## src/rtl/fifo_rd_pkg.sv

```systemverilog
// Shared types and constants for the FIFO read-side controller and its output buffer.
package fifo_rd_pkg;

  localparam int unsigned DEF_FIFO_WIDTH = 16;
  localparam int unsigned DEF_CNT_WIDTH  = 16;
  localparam int unsigned BUF_DEPTH      = 2;
  localparam int unsigned BUF_CNT_WIDTH  = $clog2(BUF_DEPTH + 1);
  localparam int unsigned OCC_WIDTH      = BUF_CNT_WIDTH + 1;
  localparam int unsigned UF_CNT_WIDTH   = 8;

  typedef enum logic [1:0] {
    IDLE  = 2'd0,
    RUN   = 2'd1,
    FLUSH = 2'd2
  } rd_state_e;

endpackage

```

## src/rtl/fifo_rd_skid.sv

```systemverilog
// Two-entry output buffer: entry 0 is the stream head, entry 1 holds the word behind it.
module fifo_rd_skid
  import fifo_rd_pkg::*;
#(
  parameter int unsigned WIDTH = DEF_FIFO_WIDTH
) (
  input  logic                     clk,
  input  logic                     rst,
  input  logic                     clear,
  input  logic                     push,
  input  logic                     pop,
  input  logic [WIDTH-1:0]         din,
  output logic [WIDTH-1:0]         head,
  output logic [BUF_CNT_WIDTH-1:0] cnt
);

  logic [WIDTH-1:0] tail;

  always_ff @(posedge clk or posedge rst) begin
    if (rst) begin
      head <= '0;
      tail <= '0;
      cnt  <= '0;
    end else if (clear) begin
      cnt <= '0;
    end else begin
      case ({push, pop})
        2'b10: begin
          if (cnt == BUF_CNT_WIDTH'(0)) head <= din;
          else                          tail <= din;
          cnt <= cnt + BUF_CNT_WIDTH'(1);
        end
        2'b01: begin
          head <= tail;
          cnt  <= cnt - BUF_CNT_WIDTH'(1);
        end
        2'b11: begin
          // Count unchanged: the new word lands wherever the head moves out of.
          if (cnt == BUF_CNT_WIDTH'(1)) begin
            head <= din;
          end else begin
            head <= tail;
            tail <= din;
          end
        end
        default: ;
      endcase
    end
  end

endmodule

```

## src/rtl/fifo_rd_ctrl.sv

```systemverilog
// Read-side controller: issues FIFO reads, buffers the one-cycle read latency, streams valid/ready.
// Optional underflow checking is enabled by defining FIFO_RD_CTRL_UNDERFLOW_CHK_EN.
module fifo_rd_ctrl
  import fifo_rd_pkg::*;
#(
  parameter int unsigned FIFO_WIDTH = DEF_FIFO_WIDTH,
  parameter int unsigned CNT_WIDTH  = DEF_CNT_WIDTH
) (
  input  logic                    clk,
  input  logic                    rst,
  input  logic                    enable,
  input  logic                    flush,
  input  logic                    fifo_empty,
  input  logic                    fifo_underflow,
  input  logic [FIFO_WIDTH-1:0]   fifo_data_out,
  output logic                    fifo_rd_en,
  output logic [FIFO_WIDTH-1:0]   m_data,
  output logic                    m_valid,
  input  logic                    m_ready,
  output logic                    busy,
  output logic                    flush_done,
`ifdef FIFO_RD_CTRL_UNDERFLOW_CHK_EN
  output logic                    err_underflow,
  output logic [UF_CNT_WIDTH-1:0] uf_cnt,
`endif
  output logic [CNT_WIDTH-1:0]    word_cnt
);

  rd_state_e                state;
  logic                     inflight;
  logic [BUF_CNT_WIDTH-1:0] buf_cnt;
  logic [OCC_WIDTH-1:0]     occ;
  logic                     pop;
  logic                     push;

  assign pop     = m_valid && m_ready;
  assign m_valid = (buf_cnt != BUF_CNT_WIDTH'(0));
  assign busy    = (state != IDLE) || (buf_cnt != BUF_CNT_WIDTH'(0)) || inflight;

  // Occupancy the buffer will have once this cycle's in-flight word and pop settle.
  assign occ = OCC_WIDTH'(buf_cnt) + OCC_WIDTH'(inflight) - OCC_WIDTH'(pop);

  // Returning data is dropped while flushing, including the cycle flush is raised.
  assign push = inflight && (state != FLUSH) && !flush;

  always_comb begin
    fifo_rd_en = 1'b0;
    case (state)
      RUN:     fifo_rd_en = !fifo_empty && (occ < OCC_WIDTH'(BUF_DEPTH));
      FLUSH:   fifo_rd_en = !fifo_empty;
      default: fifo_rd_en = 1'b0;
    endcase
  end

  fifo_rd_skid #(
    .WIDTH (FIFO_WIDTH)
  ) u_skid (
    .clk   (clk),
    .rst   (rst),
    .clear (flush),
    .push  (push),
    .pop   (pop),
    .din   (fifo_data_out),
    .head  (m_data),
    .cnt   (buf_cnt)
  );

  // Control FSM with the registered flush_done pulse on FLUSH->IDLE.
  always_ff @(posedge clk or posedge rst) begin
    if (rst) begin
      state      <= IDLE;
      flush_done <= 1'b0;
    end else begin
      flush_done <= 1'b0;
      case (state)
        IDLE: begin
          if (flush)       state <= FLUSH;
          else if (enable) state <= RUN;
        end
        RUN: begin
          if (flush)        state <= FLUSH;
          else if (!enable) state <= IDLE;
        end
        FLUSH: begin
          if (!flush && fifo_empty && !inflight) begin
            state      <= IDLE;
            flush_done <= 1'b1;
          end
        end
        default: state <= IDLE;
      endcase
    end
  end

  // Read-latency tracker and saturating delivered-word counter.
  always_ff @(posedge clk or posedge rst) begin
    if (rst) begin
      inflight <= 1'b0;
      word_cnt <= '0;
    end else begin
      inflight <= fifo_rd_en;
      if (pop && (word_cnt != {CNT_WIDTH{1'b1}})) word_cnt <= word_cnt + CNT_WIDTH'(1);
    end
  end

`ifdef FIFO_RD_CTRL_UNDERFLOW_CHK_EN
  always_ff @(posedge clk or posedge rst) begin
    if (rst) begin
      err_underflow <= 1'b0;
      uf_cnt        <= '0;
    end else begin
      if (fifo_underflow || (fifo_rd_en && fifo_empty)) err_underflow <= 1'b1;
      if (fifo_underflow && (uf_cnt != {UF_CNT_WIDTH{1'b1}})) uf_cnt <= uf_cnt + UF_CNT_WIDTH'(1);
    end
  end
`else
  logic unused_underflow;
  assign unused_underflow = fifo_underflow;
`endif

endmodule

```

## config.mk

```make
export PLATFORM = sky130hd
export DESIGN_NAME = fifo_rd_ctrl
export DESIGN_NICKNAME = d
export VERILOG_FILES = /design/src/rtl/fifo_rd_pkg.sv /design/src/rtl/fifo_rd_skid.sv /design/src/rtl/fifo_rd_ctrl.sv
export SDC_FILE = /design/constraint.sdc
export NUM_CORES = 1
export LEC_CHECK = 0
export CAP_MARGIN = 10
export CELL_PAD_IN_SITES_DETAIL_PLACEMENT = 0
export CELL_PAD_IN_SITES_GLOBAL_PLACEMENT = 2
export CORE_ASPECT_RATIO = 1.1
export CORE_MARGIN = 4
export CORE_UTILIZATION = 31
export DETAILED_ROUTE_END_ITERATION = 12
export GPL_TIMING_DRIVEN = 0
export PLACE_DENSITY_LB_ADDON = 0.2
export RECOVER_POWER = 100
export REMOVE_ABC_BUFFERS = 1
export SETUP_SLACK_MARGIN = 0.5
export SLEW_MARGIN = 10
export SYNTH_ARGS = -nofsm -noshare
export SYNTH_HDL_FRONTEND = slang
export SYNTH_SLANG_ARGS = --single-unit
```

## constraint.sdc

```tcl
create_clock -name clk -period 3.53 [get_ports clk]
set_input_delay 0.706 -clock clk [delete_from_list [all_inputs] [get_ports clk]]
set_output_delay 0.706 -clock clk [all_outputs]
set_load 0.005 [all_outputs]
```

==> out/results.txt <==
Outcome: finished clean
Final worst slack: 0.380 ns
Critical Path RT: 2.82 ns
Setup_tns: 0 ns
Area fraction in compound gates after synthesis: 9.13%
Via Count: 2032
GPL Wtd Cong: 0.715
Final setup viols: 0
Hpwl dp: 4230 um
Min-delay src: u_skid.tail[5]
Final max-slew violation count: 0
H-tree depth: 2
Gr usage total: 13.1%
Clock root buffer master: clkbuf_8
Drt drc: 0
Hold Crit Class: reg2reg
Mapped Cells: 256
FF-to-FF End: u_skid.head[5]
Synth Register Bits: 54
Post-synthesis sequential area ratio: 50.8%
PwrDens: 664 nW/um^2
Detailed-route wire length per cell: 14.3 um
Distinct cells, synth: 43
Yosys warns: 0
Hold Buf Count CTS: 0
DRT Pass-1 Iters: 4
Avg Vias per Cell: 4.75
Period utilization: 89.2%
Util after Layout: 41.0%
Iteration-0 DRC Markers: 97
Final Skew: 0.0102 ns
Crit path kind: reg2out
Final nets: 346
Inserted Clock Buffers: 5
Chip width: 96.3 um
Slowest CP cell: dfrtp_1
Worst R2R Path Depth: 7
Initial antenna violation count: 0
Number of global-route vias before repair: 1977
Leakage: 1.52 nW
Placed Cells: 415
Clock Path Buffers: 2
# rows: 35
Simple-gate share of the synthesized area: 19.6%
Die outline height: 105 um
RSZ-0062 raised after global routing: true
CP max stage delay: 0.37 ns
Startpoint types: flop
Hold Fails Final Rpt: 0
Worst-Margin Slew: 0.962 ns
Clk sinks: 54
Mux cell area share after synthesis: 9.46%
R2R Path Start: u_skid.cnt[1]
WL final: 6120 um
Ports: 59
Final ANT Viol Nets: 0
Total core area: 8360 um^2
Later-pin clock latency in the skew report: 0.31 ns
Share of synthesized registers carrying an async set or reset: 100%
Max Cap Viol: 0
Post-route minimum period: 3.15 ns
Port bufs: 57
Dominant synthesized flop cell: dfrtp_1
Synth Area per Inst: 10.4 um^2
FMAX: 317 MHz
Worst Hold End: u_skid.tail[5]
Pin count of the biggest net entering global routing: 33
Clock tree from TritonCTS: done
Hold depth: 1
Die area: 10100 um^2
Finished Layout Cells: 428
Maximum VDD drop: 0.271 mV
First-pass GRT wire length: 10300 um
Largest family of logic cells by synthesized area: simple AND/OR/NAND/NOR gates
Post-synth EDFFs: 0
Initial Util: 31.8%
Xor/xnor share of the synthesized area: 3.63%
Post-place setup slack: -0.669 ns
Adder-cell share of the synthesized area: 3.58%
Layout cells sized above 1: 10.1%
Critical path capture point type: output port
Synth Cell Area: 2660 um^2
# diodes: 0
Worst path cell trace: inv_1 -> ha_4 -> nor2b_1 -> xnor2_1 -> nand2_1 -> fa_2 -> xnor2_2 -> a31oi_1 -> nor3b_2 -> buf_2
Worst Path Max Fanout: 6
Worst-path clk slew: 0.10 ns
Arrival time at the worst endpoint: 2.44 ns
Remaining Overflow, GRT: 0
Slew HR: 35.8%
Reg2reg setup slack: 1.19 ns
Area Growth Syn to Fin: 29.2%
Yosys cell counts (3+ instances only):
cell       n  area, um^2
xnor2_1    4        35.0
nand3_1    6        30.0
xor2_1     7        61.3
ha_1       6        75.1
clkbuf_1   5        18.8
mux2_4    10         150
buf_2      3        15.0
a31oi_1   18         113
dfrtp_1   54        1350
nor2_1    30         113
mux2_2     9         101
nor3_1     6        30.0
inv_1      9        33.8
o21ai_0    3        15.0
nor2b_1    3        18.8
o31ai_1    3        22.5
nand2_1   41         154
nand4_1    4        25.0
a21oi_1    8        40.0
worst max-delay path by stage:
stage,start,end,depth (start not counted)
global placement,m_ready,fifo_rd_en,9
finish,u_skid.cnt[1],fifo_rd_en,10
detailed placement,m_ready,fifo_rd_en,9
global route,u_skid.cnt[1],fifo_rd_en,10
CTS,u_skid.cnt[1],fifo_rd_en,9
floorplan,m_ready,fifo_rd_en,7
cells in the final DEF (no fill, tap or decap), types with 2 or more instances in the layout:
cell             Yosys  final
and3_1               2      2
buf_4                0      4
clkdlybuf4s50_1      0     18
a21oi_1              8      7
nand2_1             41     41
clkbuf_8             0      5
dlygate4sd3_1        0     37
nor2_1              30     30
or3_1                2      2
xor2_1               7      7
buf_2                3      2
o31ai_1              3      3
dfrtp_1             54     54
mux2_2               9      9
a31oi_1             18     18
nor2b_1              3      3
ha_1                 6      5
nand3b_1             2      2
nor3_1               6      6
o21ai_0              3      3
nand4_1              4      4
nand3_1              6      6
inv_1                9      8
inv_6                0      2
mux2_1               0     10
xnor2_1              4      3
state kept, by name, indices dropped and copies added (netlist names):
register	count
state	2
inflight	1
word_cnt	16
u_skid.head	16
flush_done	1
u_skid.cnt	2
u_skid.tail	16
layer usage:
layer | global-route usage, % | routed length (um) | part of all wire [%] | vias to the layer above
met5 | 0 | 0 | 0 | -
met4 | 3.66 | 77 | 1.3 | 0
met3 | 3.02 | 309 | 5.1 | 6
met2 | 20.6 | 2930 | 48 | 36
met1 | 17.9 | 2800 | 46 | 979
li1 | - | - | - | 1011
power by group:
group,switching (mW),internal [mW]
clock,0.229,0.217
sequential,0.135,0.831
combinational,0.394,0.473
total,0.758,1.52
per-stage QoR:
| step | total power [mW] | hold slack [ns] | area (um^2) |
|---|---|---|---|
| 2_1_floorplan | 1.47 | 0.479 | 2590 |
| 3_3_place_gp | 1.90 | 0.486 | 3300 |
| 3_5_place_dp | 1.92 | 0.494 | 3330 |
| 4_1_cts | 2.41 | 0.519 | 3510 |
| 5_1_grt | 2.46 | 0.520 | 3430 |
| 6_report | 2.28 | 0.503 | 3430 |
cell type report:
type	count	area [um^2]
clock inverters	3	47.5
flip-flops and latches	54	1350
repair buffers	63	599
fillers	830	4930
multi-input cells	183	1190
well taps	111	139
clock buffers	5	68.8
inverters	9	33.8
cells by family (layout without fill, tap and decap cells):
kind of cell | count (synthesis) | in the layout
AOI/OAI and AO/OA | 38 | 38
and+or+nand+nor | 108 | 108
adders and majority gates | 7 | 7
DFF | 54 | 54
buffers and inverters | 19 | 80
muxes | 19 | 19
xor gates and xnor gates | 11 | 11
critical path, delay by kind of cell, from the launching register on:
family,cells,cell delay (ns)
simple gates,3,0.51
compound gates,1,0.12
fa+ha+maj,2,0.54
buf+inv,2,0.22
flops,1,0.37
xor+xnor,2,0.37
timing repair:
| action | 4_1_cts | 5_1_grt |
|---|---|---|
| endpoints found under the setup margin | 1 | 1 |
| buffers inserted | 4 | 1 |
| gates cloned | 0 | 0 |
| pin swaps | 4 | 2 |
| resized for setup | 17 | 1 |
Note: power is estimated with default switching activity, not from simulation.
